==> config.mk <==
export PLATFORM = sky130hd
export DESIGN_NAME = control_sequencer_flat
export DESIGN_NICKNAME = d
export VERILOG_FILES = /design/src/rtl/control_sequencer_pkg.sv /design/src/rtl/control_sequencer_if.sv /design/src/rtl/control_sequencer_reg_select.sv /design/src/rtl/control_sequencer.sv /design/src/flat_wrapper.sv
export SDC_FILE = /design/constraint.sdc
export NUM_CORES = 1
export LEC_CHECK = 0
export ABC_AREA = 1
export CORE_UTILIZATION = 35
export CTS_BUF_LIST = sky130_fd_sc_hd__clkbuf_2
export DETAILED_ROUTE_END_ITERATION = 6
export HOLD_SLACK_MARGIN = 0.12
export PLACE_DENSITY = 0.88
export SYNTH_ARGS = -nofsm -noshare
export SYNTH_HDL_FRONTEND = slang
export SYNTH_SLANG_ARGS = --single-unit
==> constraint.sdc <==
create_clock -name Clock -period 3.6 [get_ports Clock]
set_input_delay 0.36 -clock Clock [delete_from_list [all_inputs] [get_ports Clock]]
set_output_delay 0.36 -clock Clock [all_outputs]
set_load 0.02 [all_outputs]
==> src/rtl/control_sequencer_pkg.sv <==
// Shared definitions for the hardwired control unit: opcodes, step encoding,
// IR field positions and the strobe bundle.
package cpu_defs;

    localparam int OP_MSB = 31;
    localparam int RA_MSB = 26;
    localparam int RB_MSB = 22;
    localparam int RC_MSB = 18;

    localparam logic [4:0] OP_ADD  = 5'b00011;
    localparam logic [4:0] OP_SUB  = 5'b00100;
    localparam logic [4:0] OP_AND  = 5'b00101;
    localparam logic [4:0] OP_OR   = 5'b00110;
    localparam logic [4:0] OP_SHR  = 5'b00111;
    localparam logic [4:0] OP_SHRA = 5'b01000;
    localparam logic [4:0] OP_SHL  = 5'b01001;
    localparam logic [4:0] OP_ROR  = 5'b01010;
    localparam logic [4:0] OP_ROL  = 5'b01011;
    localparam logic [4:0] OP_MUL  = 5'b01111;
    localparam logic [4:0] OP_DIV  = 5'b10000;
    localparam logic [4:0] OP_NOP  = 5'b11010;
    localparam logic [4:0] OP_HALT = 5'b11011;

    typedef enum logic [3:0] {
        S_RST  = 4'd0,
        T0     = 4'd1,
        T1     = 4'd2,
        T2     = 4'd3,
        T3     = 4'd4,
        T4     = 4'd5,
        T5     = 4'd6,
        T6     = 4'd7,
        S_HALT = 4'd8
    } state_t;

    typedef enum logic [2:0] {
        CL_ALU, CL_MULDIV, CL_NOP, CL_HALT, CL_ILL
    } op_class_t;

    typedef struct packed {
        logic PCout;
        logic Zhighout;
        logic Zlowout;
        logic MDRout;
        logic HIout;
        logic LOout;
        logic PCin;
        logic MARin;
        logic MDRin;
        logic IRin;
        logic Yin;
        logic Zin;
        logic HIin;
        logic LOin;
        logic IncPC;
        logic Read;
    } strobes_t;

    function automatic op_class_t op_class(input logic [4:0] op);
        case (op)
            OP_ADD, OP_SUB, OP_AND, OP_OR, OP_SHR,
            OP_SHRA, OP_SHL, OP_ROR, OP_ROL:     return CL_ALU;
            OP_MUL, OP_DIV:                      return CL_MULDIV;
            OP_NOP:                              return CL_NOP;
            OP_HALT:                             return CL_HALT;
            default:                             return CL_ILL;
        endcase
    endfunction

endpackage

==> src/rtl/control_sequencer_if.sv <==
// Sequencer <-> datapath bundle: IR and Stop come in, all control strobes go out.
interface control_sequencer_if #(
    parameter int OPW  = 5,
    parameter int REGW = 4
);
    logic [31:0]          IR;
    logic                 Stop;
    logic                 PCout, Zhighout, Zlowout, MDRout, HIout, LOout;
    logic                 PCin, MARin, MDRin, IRin, Yin, Zin, HIin, LOin;
    logic                 IncPC, Read;
    logic [(1<<REGW)-1:0] Rin, Rout;
    logic [OPW-1:0]       opcode;
    logic                 Run, Illegal;

    modport master (
        input  IR, Stop,
        output PCout, Zhighout, Zlowout, MDRout, HIout, LOout,
        output PCin, MARin, MDRin, IRin, Yin, Zin, HIin, LOin,
        output IncPC, Read, Rin, Rout, opcode, Run, Illegal
    );

    modport slave (
        output IR, Stop,
        input  PCout, Zhighout, Zlowout, MDRout, HIout, LOout,
        input  PCin, MARin, MDRin, IRin, Yin, Zin, HIin, LOin,
        input  IncPC, Read, Rin, Rout, opcode, Run, Illegal
    );
endinterface

==> src/rtl/control_sequencer_reg_select.sv <==
// One-hot general-register select: picks Ra/Rb/Rc from IR and qualifies it
// onto the load (Rin) or drive (Rout) enables.
module reg_select
    import cpu_defs::*;
#(
    parameter int REGW = 4
) (
    input  logic [31:0]          i_ir,
    input  logic                 i_gra,
    input  logic                 i_grb,
    input  logic                 i_grc,
    input  logic                 i_rin,
    input  logic                 i_rout,
    output logic [(1<<REGW)-1:0] o_rin,
    output logic [(1<<REGW)-1:0] o_rout
);
    logic [REGW-1:0]        w_sel;
    logic                   w_any;
    logic [(1<<REGW)-1:0]   w_hot;

    assign w_sel = ({REGW{i_gra}} & i_ir[RA_MSB -: REGW])
                 | ({REGW{i_grb}} & i_ir[RB_MSB -: REGW])
                 | ({REGW{i_grc}} & i_ir[RC_MSB -: REGW]);
    assign w_any = i_gra | i_grb | i_grc;

    for (genvar g = 0; g < (1 << REGW); g++) begin : g_hot
        assign w_hot[g] = w_any && (w_sel == REGW'(g));
    end

    assign o_rin  = i_rin  ? w_hot : '0;
    assign o_rout = i_rout ? w_hot : '0;
endmodule

==> src/rtl/control_sequencer.sv <==
// Hardwired control unit: fetch T0-T2, then execute steps per opcode class,
// one Moore control step per clock.
module control_sequencer
    import cpu_defs::*;
#(
    parameter int OPW  = 5,
    parameter int REGW = 4
) (
    input  logic                  Clock,
    input  logic                  Clear,
    control_sequencer_if.master   bus
);
    state_t               r_state, w_next;
    logic [OPW-1:0]       r_opcode, w_opcode, w_op;
    op_class_t            w_cls;
    strobes_t             w_stb;
    logic                 w_gra, w_grb, w_grc, w_rin_q, w_rout_q;
    logic                 w_run, w_ill;
    logic [(1<<REGW)-1:0] w_rin, w_rout;
    logic                 w_unused_ir;

    assign w_op        = bus.IR[OP_MSB -: OPW];
    assign w_cls       = op_class(w_op);
    assign w_unused_ir = ^bus.IR[14:0];

    // opcode is a held value: it only changes in steps that drive it
    always_ff @(posedge Clock) begin
        if (!Clear) begin
            r_state  <= S_RST;
            r_opcode <= '0;
        end else begin
            r_state  <= w_next;
            r_opcode <= w_opcode;
        end
    end

    always_comb begin
        w_next = S_RST;
        case (r_state)
            S_RST: w_next = T0;
            T0:    w_next = T1;
            T1:    w_next = T2;
            T2:    w_next = T3;
            T3: begin
                case (w_cls)
                    CL_ALU, CL_MULDIV: w_next = T4;
                    CL_HALT:           w_next = S_HALT;
                    default:           w_next = bus.Stop ? S_HALT : T0;
                endcase
            end
            T4:     w_next = T5;
            T5:     w_next = (w_cls == CL_MULDIV) ? T6 : (bus.Stop ? S_HALT : T0);
            T6:     w_next = bus.Stop ? S_HALT : T0;
            S_HALT: w_next = S_HALT;
            default: w_next = S_RST;
        endcase
    end

    always_comb begin
        w_stb    = '0;
        w_gra    = 1'b0;
        w_grb    = 1'b0;
        w_grc    = 1'b0;
        w_rin_q  = 1'b0;
        w_rout_q = 1'b0;
        w_opcode = r_opcode;
        w_run    = 1'b1;
        w_ill    = 1'b0;
        case (r_state)
            T0: begin
                w_stb.PCout = 1'b1;
                w_stb.MARin = 1'b1;
                w_stb.IncPC = 1'b1;
                w_stb.Zin   = 1'b1;
                w_opcode    = OP_ADD;
            end
            T1: begin
                w_stb.Zlowout = 1'b1;
                w_stb.PCin    = 1'b1;
                w_stb.Read    = 1'b1;
                w_stb.MDRin   = 1'b1;
            end
            T2: begin
                w_stb.MDRout = 1'b1;
                w_stb.IRin   = 1'b1;
            end
            T3: begin
                // ALU ops take the first operand from Rb, mul/div from Ra
                if (w_cls == CL_ALU || w_cls == CL_MULDIV) begin
                    w_gra     = (w_cls == CL_MULDIV);
                    w_grb     = (w_cls == CL_ALU);
                    w_rout_q  = 1'b1;
                    w_stb.Yin = 1'b1;
                end
                w_ill = (w_cls == CL_ILL);
            end
            T4: begin
                w_grb     = (w_cls == CL_MULDIV);
                w_grc     = (w_cls != CL_MULDIV);
                w_rout_q  = 1'b1;
                w_stb.Zin = 1'b1;
                w_opcode  = w_op;
            end
            T5: begin
                w_stb.Zlowout = 1'b1;
                if (w_cls == CL_MULDIV) begin
                    w_stb.LOin = 1'b1;
                end else begin
                    w_gra   = 1'b1;
                    w_rin_q = 1'b1;
                end
            end
            T6: begin
                w_stb.Zhighout = 1'b1;
                w_stb.HIin     = 1'b1;
            end
            S_HALT: w_run = 1'b0;
            default: ;
        endcase
    end

    reg_select #(.REGW(REGW)) u_reg_select (
        .i_ir   (bus.IR),
        .i_gra  (w_gra),
        .i_grb  (w_grb),
        .i_grc  (w_grc),
        .i_rin  (w_rin_q),
        .i_rout (w_rout_q),
        .o_rin  (w_rin),
        .o_rout (w_rout)
    );

    assign bus.PCout    = w_stb.PCout;
    assign bus.Zhighout = w_stb.Zhighout;
    assign bus.Zlowout  = w_stb.Zlowout;
    assign bus.MDRout   = w_stb.MDRout;
    assign bus.HIout    = w_stb.HIout;
    assign bus.LOout    = w_stb.LOout;
    assign bus.PCin     = w_stb.PCin;
    assign bus.MARin    = w_stb.MARin;
    assign bus.MDRin    = w_stb.MDRin;
    assign bus.IRin     = w_stb.IRin;
    assign bus.Yin      = w_stb.Yin;
    assign bus.Zin      = w_stb.Zin;
    assign bus.HIin     = w_stb.HIin;
    assign bus.LOin     = w_stb.LOin;
    assign bus.IncPC    = w_stb.IncPC;
    assign bus.Read     = w_stb.Read;
    assign bus.Rin      = w_rin;
    assign bus.Rout     = w_rout;
    assign bus.opcode   = w_opcode;
    assign bus.Run      = w_run;
    assign bus.Illegal  = w_ill;
endmodule

==> src/flat_wrapper.sv <==
// flat-port wrapper written by rule: the top's interface ports become plain ports
module control_sequencer_flat import cpu_defs::*;
#(
    parameter int OPW  = 5,
    parameter int REGW = 4
)
  (Clock, Clear, bus_IR, bus_Stop, bus_PCout, bus_Zhighout, bus_Zlowout, bus_MDRout, bus_HIout, bus_LOout, bus_PCin, bus_MARin, bus_MDRin, bus_IRin, bus_Yin, bus_Zin, bus_HIin, bus_LOin, bus_IncPC, bus_Read, bus_Rin, bus_Rout, bus_opcode, bus_Run, bus_Illegal);
  control_sequencer_if #(.OPW(OPW), .REGW(REGW)) bus_i ();
  input  logic Clock;
  input  logic Clear;
  input wire logic [$bits(bus_i.IR)-1:0] bus_IR;
  input wire logic [$bits(bus_i.Stop)-1:0] bus_Stop;
  output wire logic [$bits(bus_i.PCout)-1:0] bus_PCout;
  output wire logic [$bits(bus_i.Zhighout)-1:0] bus_Zhighout;
  output wire logic [$bits(bus_i.Zlowout)-1:0] bus_Zlowout;
  output wire logic [$bits(bus_i.MDRout)-1:0] bus_MDRout;
  output wire logic [$bits(bus_i.HIout)-1:0] bus_HIout;
  output wire logic [$bits(bus_i.LOout)-1:0] bus_LOout;
  output wire logic [$bits(bus_i.PCin)-1:0] bus_PCin;
  output wire logic [$bits(bus_i.MARin)-1:0] bus_MARin;
  output wire logic [$bits(bus_i.MDRin)-1:0] bus_MDRin;
  output wire logic [$bits(bus_i.IRin)-1:0] bus_IRin;
  output wire logic [$bits(bus_i.Yin)-1:0] bus_Yin;
  output wire logic [$bits(bus_i.Zin)-1:0] bus_Zin;
  output wire logic [$bits(bus_i.HIin)-1:0] bus_HIin;
  output wire logic [$bits(bus_i.LOin)-1:0] bus_LOin;
  output wire logic [$bits(bus_i.IncPC)-1:0] bus_IncPC;
  output wire logic [$bits(bus_i.Read)-1:0] bus_Read;
  output wire logic [$bits(bus_i.Rin)-1:0] bus_Rin;
  output wire logic [$bits(bus_i.Rout)-1:0] bus_Rout;
  output wire logic [$bits(bus_i.opcode)-1:0] bus_opcode;
  output wire logic [$bits(bus_i.Run)-1:0] bus_Run;
  output wire logic [$bits(bus_i.Illegal)-1:0] bus_Illegal;
  assign bus_i.IR = bus_IR;
  assign bus_i.Stop = bus_Stop;
  assign bus_PCout = bus_i.PCout;
  assign bus_Zhighout = bus_i.Zhighout;
  assign bus_Zlowout = bus_i.Zlowout;
  assign bus_MDRout = bus_i.MDRout;
  assign bus_HIout = bus_i.HIout;
  assign bus_LOout = bus_i.LOout;
  assign bus_PCin = bus_i.PCin;
  assign bus_MARin = bus_i.MARin;
  assign bus_MDRin = bus_i.MDRin;
  assign bus_IRin = bus_i.IRin;
  assign bus_Yin = bus_i.Yin;
  assign bus_Zin = bus_i.Zin;
  assign bus_HIin = bus_i.HIin;
  assign bus_LOin = bus_i.LOin;
  assign bus_IncPC = bus_i.IncPC;
  assign bus_Read = bus_i.Read;
  assign bus_Rin = bus_i.Rin;
  assign bus_Rout = bus_i.Rout;
  assign bus_opcode = bus_i.opcode;
  assign bus_Run = bus_i.Run;
  assign bus_Illegal = bus_i.Illegal;
  control_sequencer #(.OPW(OPW), .REGW(REGW)) u_core (.Clock(Clock), .Clear(Clear), .bus(bus_i));
endmodule
== After elaboration in Yosys (flattened, before gate mapping) ==
Memory sizes are Yosys's and may differ from the RTL's.
Index checks and enable logic that the tools add are counted.
Storage, ports and cells
  register bits after elaboration: 9
  ROM bits: 96
  bits of input ports: 35
  output and inout port bits: 55
  word-level logic and storage cells: 87
  memories kept: 1
Cells by class
  eq/ne operators: 27
  multiplexer cells: 27
  bitwise gates (word level): 7
  reductions and logical operators: 23
Memories
  (name not given): depth 32, width 3, read ports 1, clocked after memory_dff 0, wr ports 0, line control_sequencer_pkg.sv:60  | case (op)
Operators with widths (count)
  4-bit equality test, second input constant: 9
  4-bit case mux with 9 select lines: 1
  4-bit by 3-bit equality test with 1-bit output, second input constant: 8
  16-bit two-way mux: 2
  1-bit two-way mux: 17
  4-bit by 2-bit equality test with 1-bit output, second input constant: 4
  1-bit logical AND: 16
  4-bit AND: 3
  5-bit case mux with 2 select lines: 1
  4-bit by 1-bit equality test with 1-bit output, second input constant: 2
  4-bit zero test: 2
  4-bit two-way mux: 2
  4-bit bitwise OR: 2
  4-bit case mux with 2 select lines: 1
  1-bit case mux with 2 select lines: 3
  2-bit OR reduction: 3
  3-bit by 1-bit equality test with 1-bit output, second input constant: 1
  3-bit by 2-bit equality test with 1-bit output, second input constant: 1
  3-bit equality test, second input constant: 1
  3-bit zero test: 1
  3-bit by 1-bit inequality test with 1-bit output, second input constant: 1
  1-bit bitwise OR: 2
  1-bit logical OR: 1

== Longest topological paths before layout ==
An unclocked memory read counts as a cell.
  depth after elaboration: 11
  depth in mapped cells: 16
  mapped depth without buffers: 16

== Hierarchy ==
From an unflattened synthesis, not the netlist that was laid out.
Second synthesis, totals
  cells, all modules: 205
  area total of the unflattened synthesis: 1109.8 µm²
Modules (own cells, without submodules)
  control_sequencer: times used 1, cells each 119, area each 739.5 µm², seq. area each 180.2 µm²
  reg_select: times used 1, cells each 86, area each 370.4 µm², seq. area each 0.0 µm²

== Worst setup path after synthesis ==
OpenSTA, ideal clock, no wires.
  path type: input -> output
  from: in bus_IR[29]
  to: out bus_Rout[10]
  arrival time: 1.885 ns
  required time: 3.240 ns
  setup slack: 1.355 ns
  stages on the path: 10
  path buffers: 1
  path through: inv_1 -> nand3_1 -> nand3_1 -> nand2_1 -> nor2_1 -> inv_1 -> nor2_1 -> nor2_1 -> buf_2 -> nor2_1
Between the ends
  longest elaborated chain between the ends: 11
  elaborated cells between the ends (all ways): 23
  those cells by class: 3 x eq/ne; 9 x mux; 7 x bitwise; 3 x reduce/logical; 1 x memory
RTL lines
  from (decl): line flat_wrapper.sv:11  | input wire logic [$bits(bus_i.IR)-1:0] bus_IR;
  memory read 32 x 3 bit (*)
  3-bit by 1-bit equality test with 1-bit output / 3-bit zero test (equally long branches)
  1-bit logical OR: line control_sequencer.sv:89  | if (w_cls == CL_ALU || w_cls == CL_MULDIV) begin
  1-bit two-way mux: line control_sequencer.sv:89
  1-bit case mux with 2 select lines: line control_sequencer.sv:69  | case (r_state)
  4-bit AND, on equally long branches: line control_sequencer_reg_select.sv:21, control_sequencer_reg_select.sv:22
  4-bit bitwise OR: line control_sequencer_reg_select.sv:22  | | ({REGW{i_grb}} & i_ir[RB_MSB -: REGW])
  4-bit bitwise OR: line control_sequencer_reg_select.sv:23  | | ({REGW{i_grc}} & i_ir[RC_MSB -: REGW]);
  4-bit equality test: line control_sequencer_reg_select.sv:27  | assign w_hot[g] = w_any && (w_sel == REGW'(g));
  1-bit logical AND: line control_sequencer_reg_select.sv:27
  16-bit two-way mux (*): line control_sequencer_reg_select.sv:31  | assign o_rout = i_rout ? w_hot : '0;
  to (decl): line flat_wrapper.sv:30  | output wire logic [$bits(bus_i.Rout)-1:0] bus_Rout;
Every way passes the cells marked *; elsewhere a longest branch is shown, timed or not.

== Worst setup path in the final report ==
  from: in bus_IR[29]
  to: out bus_Rout[0]
Between the ends
  longest elaborated chain between the ends: 11
  elaborated cells between the ends (all ways): 23
  those cells by class: 2 x eq/ne; 9 x mux; 7 x bitwise; 4 x reduce/logical; 1 x memory
RTL lines (line)
  memory read 32 x 3 bit (*)
  3-bit by 1-bit equality test with 1-bit output / 3-bit zero test (equally long branches)
  1-bit logical OR: control_sequencer.sv:89
  1-bit two-way mux: control_sequencer.sv:89
  1-bit case mux with 2 select lines: control_sequencer.sv:69
  4-bit AND, on equally long branches: control_sequencer_reg_select.sv:21, control_sequencer_reg_select.sv:22
  4-bit bitwise OR: control_sequencer_reg_select.sv:22
  4-bit bitwise OR: control_sequencer_reg_select.sv:23
  4-bit zero test: control_sequencer_reg_select.sv:27
  1-bit logical AND: control_sequencer_reg_select.sv:27
  16-bit two-way mux (*): control_sequencer_reg_select.sv:31
Marks and branches as above.

==> flow_summary.ini <==
[clock_network]
numCtsBuffers = 3
clk_path_buf_depth = 2
cts.reportedPaths.clkPinSlew_ns = 0.10
htreeDepth = 1
clock_sinks = 9
ctsRootBufferMaster = clkbuf_2
postCtsHoldBufs = 0
cts_tree = yes
clock_latency_ns = 0.27
cts_resized = 0
post_cts_buffers = 0

[global_routing]
grt_pass1_vias = 1200
grt_max_degree = 17
antenna_found_initial = 0
grt_pass1_wl_mm = 5.181
grt_util_all_layers_pct = 20.36
grt.overflow.total = 0

[floorplan]
die_area_um2 = 3174
core-area_um2 = 2781
die_h_um = 56.34
initial_core_util_pct = 37.16
ioPinCount = 90
fp.dieW_um = 56.34
rows = 19

[timing]
drv_slew = 0
relSlewSlack_pct = 35.49
finalHoldViolations = 0
hold-worst-slack_ns = 0.5680
fin_ws_ns = 0.3433
clock.fmax_mhz = 307.1
setup_violations = 0
tightest_slew_ns = 0.9640
skew_ns = 0.007687
setup-tns-final_ns = 0
finalCriticalPeriod_ns = 3.257
post-route-period-util_pct = 90.47
rsz0062_at_grt = false

[detailed_routing]
num_vias = 1406
wl_per_cell_um = 10.81
drt-total-wl_mm = 3.157
viasPerCell = 4.815
drt_iter0_drc = 62
first_pass_iters = 4
ant_nets = 0
drc_errors = 0

[logic_synthesis]
synth_top_area_cell = nor2_1
ys_types = 26
yosysSeqAreaShare_pct = 17.43
syn_avg_cell_area_um2 = 5.355
ys_ff_latch = 9
synthCells = 193
synth_area_leaders = nor2_1 (20%), dfxtp_1 (17%), nand2_1 (15%)
post-synth-top-area-fraction_pct = 19.98
synth.cell_area_um2 = 1033
yosys_warnings = 0

[worst_hold_path]
hold_path.class = register to register

[pwr]
peakVddDrop_mv = 0.2614
power.internal_mw = 0.2023
finalPower_mw = 0.3251
power_frac_clock_pct = 21.3
p_leak_nw = 0.7149
seq_power_share_pct = 34.0
p_sw_mw = 0.1228
power.share.combinational_pct = 44.6
swShare_pct = 37.78
powerDensity_nw_per_um2 = 185.2

[placed_design]
portBuffers = 72
hpwl_mm = 2.615
dpl-instance-area_um2 = 1735
place_ws_ns = 0.3567
routabilityCongestion = 0.8076

[job]
cap_viol_max_count = 0

[layout]
syn2layout_area_growth_pct = 69.85
fin_nets = 297
num_antenna_cells = 0
drive_above_1_share_pct = 9.195
nFillCells = 262
final_cell_area_um2 = 1755

[worst_setup_path]
crit_required_ns = 3.24
worstSetupStartpointType = primary input
critPathCaptureType = primary output
worstPathMaxFanout = 16
critPathKind = primary input to primary output
cp_data_arrival_time_ns = 2.90

[status]
status = finished clean
worst max-delay path, stage by stage:
cell and delay [ns]:
clkdlybuf4s50_1 0.51, inv_1 0.09, nand3_1 0.12, nand3_1 0.11, nand2_1 0.08, nor2_1 0.05
inv_1 0.08, nor2_1 0.07, nor2_1 0.74, nor2_1 0.11, clkdlybuf4s50_1 0.58
logic make-up after synthesis:
family	after synthesis	synth area share, %
and+or+nand+nor	127	54.72
buffers and inverters	40	17.55
AOI/OAI and AO/OA	16	9.928
DFF	9	17.43
other	1	0.3628
layout by cell type, fill, tap and decap left out, types with 2 or more instances in the layout:
master           Yosys  routed
o22ai_1              4       4
dfxtp_1              9       9
nor2_2               6       6
nand3_1             13      13
nand2_2              3       3
and2_1               2       2
o22a_1               2       2
inv_1               25      25
clkbuf_2             0       4
nand2_1             41      41
nand3_2              4       4
inv_2                4       4
a21oi_1              5       5
clkdlybuf4s50_1      0      72
nor2_1              55      55
conb_1               1       2
per-stage QoR:
| stage | instances | utilization [%] |
|---|---|---|
| after global routing | 292 | 63.11 |
| after global placement | 288 | 62.39 |
| final | 292 | 63.11 |
| after floorplan | 194 | - |
| after CTS | 292 | 63.11 |
| after detailed placement | 288 | 62.39 |
synth_stat cells (all sizes together):
cell,instances
o21ai,1
o22a,2
o211ai,1
nand3,17
a21oi,5
inv,29
o22ai,4
a22oi,1
nor2,61
and2,2
and2b,1
nor3,1
nand2,44
conb,1
nor2b,1
clkinv,1
a31oi,1
dfxtp,9
buf,10
o2111ai,1
sequential cells by signal, indices dropped and copies added, names as in the netlist:
signal / count
u_core.r_opcode: 5
u_core.r_state: 4
metal layers:
layer | global-route usage, % | share of wire (%)
met5 | 0 | 0
met4 | 4.878 | 0.54
met3 | 3.917 | 4.8
met2 | 35.03 | 49
met1 | 26.09 | 45
cell type report:
| class | instances | area (um2) | share of cell area [%] |
|---|---|---|---|
| Sequential cell | 9 | 180.2 | 10.26 |
| Inverter | 30 | 112.6 | 6.415 |
| Clock buffer | 4 | 20.02 | 1.140 |
| Tap cell | 31 | 38.79 | 2.210 |
| Multi-Input combinational cell | 145 | 675.6 | 38.49 |
| Timing Repair Buffer | 73 | 728.2 | 41.48 |
power by group through the flow:
stage | sequential (mW) | combinational (mW) | clock, mW
2_1_floorplan | 0.112 | 0.0886 | 0
3_3_place_gp | 0.113 | 0.144 | 0
3_5_place_dp | 0.113 | 0.145 | 0
4_1_cts | 0.111 | 0.145 | 0.0702
5_1_grt | 0.111 | 0.157 | 0.0736
6_report | 0.111 | 0.145 | 0.0693
final timing paths:
| path | startpoint | to | slack, ns | cells past startpoint |
|---|---|---|---|---|
| setup / recovery | bus_IR[29] | bus_Rout[0] | 0.34 | 11 |
| hold reg to reg | u_core.r_opcode[2]$_SDFF_PN0_ | u_core.r_opcode[2]$_SDFF_PN0_ | 0.57 | 4 |
| setup reg to reg | u_core.r_state[0]$_SDFF_PN0_ | u_core.r_opcode[0]$_SDFF_PN0_ | 2.21 | 7 |
| hold / removal | u_core.r_opcode[2]$_SDFF_PN0_ | u_core.r_opcode[2]$_SDFF_PN0_ | 0.57 | 4 |
(Power assumes the default switching activity.)
==> variant, RTL diff (same settings) <==
Add an input register stage for `Clear`, without a reset; this delays it by one clock. The other inputs are not delayed to match.
--- a/src/rtl/control_sequencer.sv
+++ b/src/rtl/control_sequencer.sv
@@ -10,6 +10,13 @@
     input  logic                  Clear,
     control_sequencer_if.master   bus
 );
+
+    logic Clear_q;
+
+    always_ff @(posedge Clock) begin
+        Clear_q <= Clear;
+    end
+
     state_t               r_state, w_next;
     logic [OPW-1:0]       r_opcode, w_opcode, w_op;
     op_class_t            w_cls;
@@ -25,7 +32,7 @@
 
     // opcode is a held value: it only changes in steps that drive it
     always_ff @(posedge Clock) begin
-        if (!Clear) begin
+        if (!Clear_q) begin
             r_state  <= S_RST;
             r_opcode <= '0;
         end else begin
Check against the original RTL: not equivalent (Yosys sat finds a counterexample within 4 cycles, from zero or initial values).
==> variant against the original RTL <==
Clock skew fell by 3.6 ps; via count increased by 0.92%; core utilization shrank 2.1 points; setup slack got worse by 78 ps; routed wire length down 1.2%; final cell count grew 6.5%; sequential cell count increased by 1; critical path depth increased by 3; synthesized area rose by 11%; design area is 7.0% higher; count of clock-buffer cells in the layout decreased by 1; power is 2.5% higher; critical path type unchanged; largest cell class is now multi-input combinational cells; highest routed layer unchanged.
==> variant: results <==
[power]
p_sw_w = 0.000123
leakage_nw = 0.766
ir_drop_mv = 0.253
pg_seq_w = 0.000122
p_clk_w = 0.0000592

[setup_path]
arrival_ps = 2980
rrSetupSlack_ps = 2100
path_max_fanout = 18
slowest_delay_ps = 610
worst_path_max_delay_cell = clkdlybuf4s50_1

[logic_synthesis]
yosysUniqueCellTypes = 29
seq_area_frac_synth_pct = 17.4
netlist_top_cells_count = nor2_1 (55), nand2_1 (49), inv_1 (27), dfxtp_1 (10), buf_4 (8)

[placement]
gp_congestion = 0.887
placed_area_um2 = 1860
hpwl_um = 2640

[grt]
grt_max_degree = 19
track_usage_pct = 17.6
grt_first_pass_wirelength_um = 4890
met3_usage_pct = 2.62
met2_usage_pct = 32.1
gr-usage-met1_pct = 20.8
grt_pass1_vias = 1220

[drt]
routed_wl_um = 3120
drtIter0Drc = 77

[finish]
nets = 304
top_regs = u_core.r_opcode: 5 flops, u_core.r_state: 4 flops, u_core.Clear_q: 1 flops
layout-drive-gt1-share_pct = 10.5

[clock_network]
clkLatencyLatePin_ps = 250

[outcome]
status = finished, final reports clean
## variant: cell types whose count changed after synthesis, sizes merged, moves of 2 or more
cell     unedited run  this run
clkbuf              0         2
a21oi               5         3
nand4               0         2
a2bb2oi             0         2
o22a                2         0
buf                10         8
nand2              44        59
nand3              17        11
## variant: layer usage
metal	vias up	part of all wire, %
met5	-	0
met4	0	0.74
met3	3	8.2
met2	61	48
met1	620	43
li1	735	-
## variant: area by class of cell
class	count	area, µm²
Inverter	29	109
Timing Repair Buffer	72	721
Multi-Input combinational cell	153	778
Tap cell	44	55.1
Clock buffer	3	15.0
Fill cell	314	1200
Sequential cell	10	200
## variant: final timing paths
path / from / to / cells past startpoint
worst min-delay path: u_core.Clear_q$_DFF_P_ / u_core.r_state[3]$_SDFF_PN0_ / 2
worst max-delay path: bus_IR[30] / bus_Rout[0] / 14
worst min register to register: u_core.Clear_q$_DFF_P_ / u_core.r_state[3]$_SDFF_PN0_ / 2
worst max register to register: u_core.r_state[3]$_SDFF_PN0_ / u_core.r_state[2]$_SDFF_PN0_ / 9
## variant: cells by family after synthesis
group / synth area share, %
buffers and inverters: 15.3
AOI/OAI and AO/OA: 6.52
DFF: 17.4
and+or+nand+nor: 60.4
other: 0.326
## variant: per-stage QoR
stage	hold WS (ps)	worst slack (ps)	power (W)	utilization, %	instances
floorplan	388	1390	0.000218	-	202
global placement	456	285	0.000274	60.5	308
detailed placement	474	256	0.000276	60.5	308
CTS	485	247	0.000333	61.0	311
global route	513	65.9	0.000354	61.0	311
finish	472	265	0.000333	61.0	311
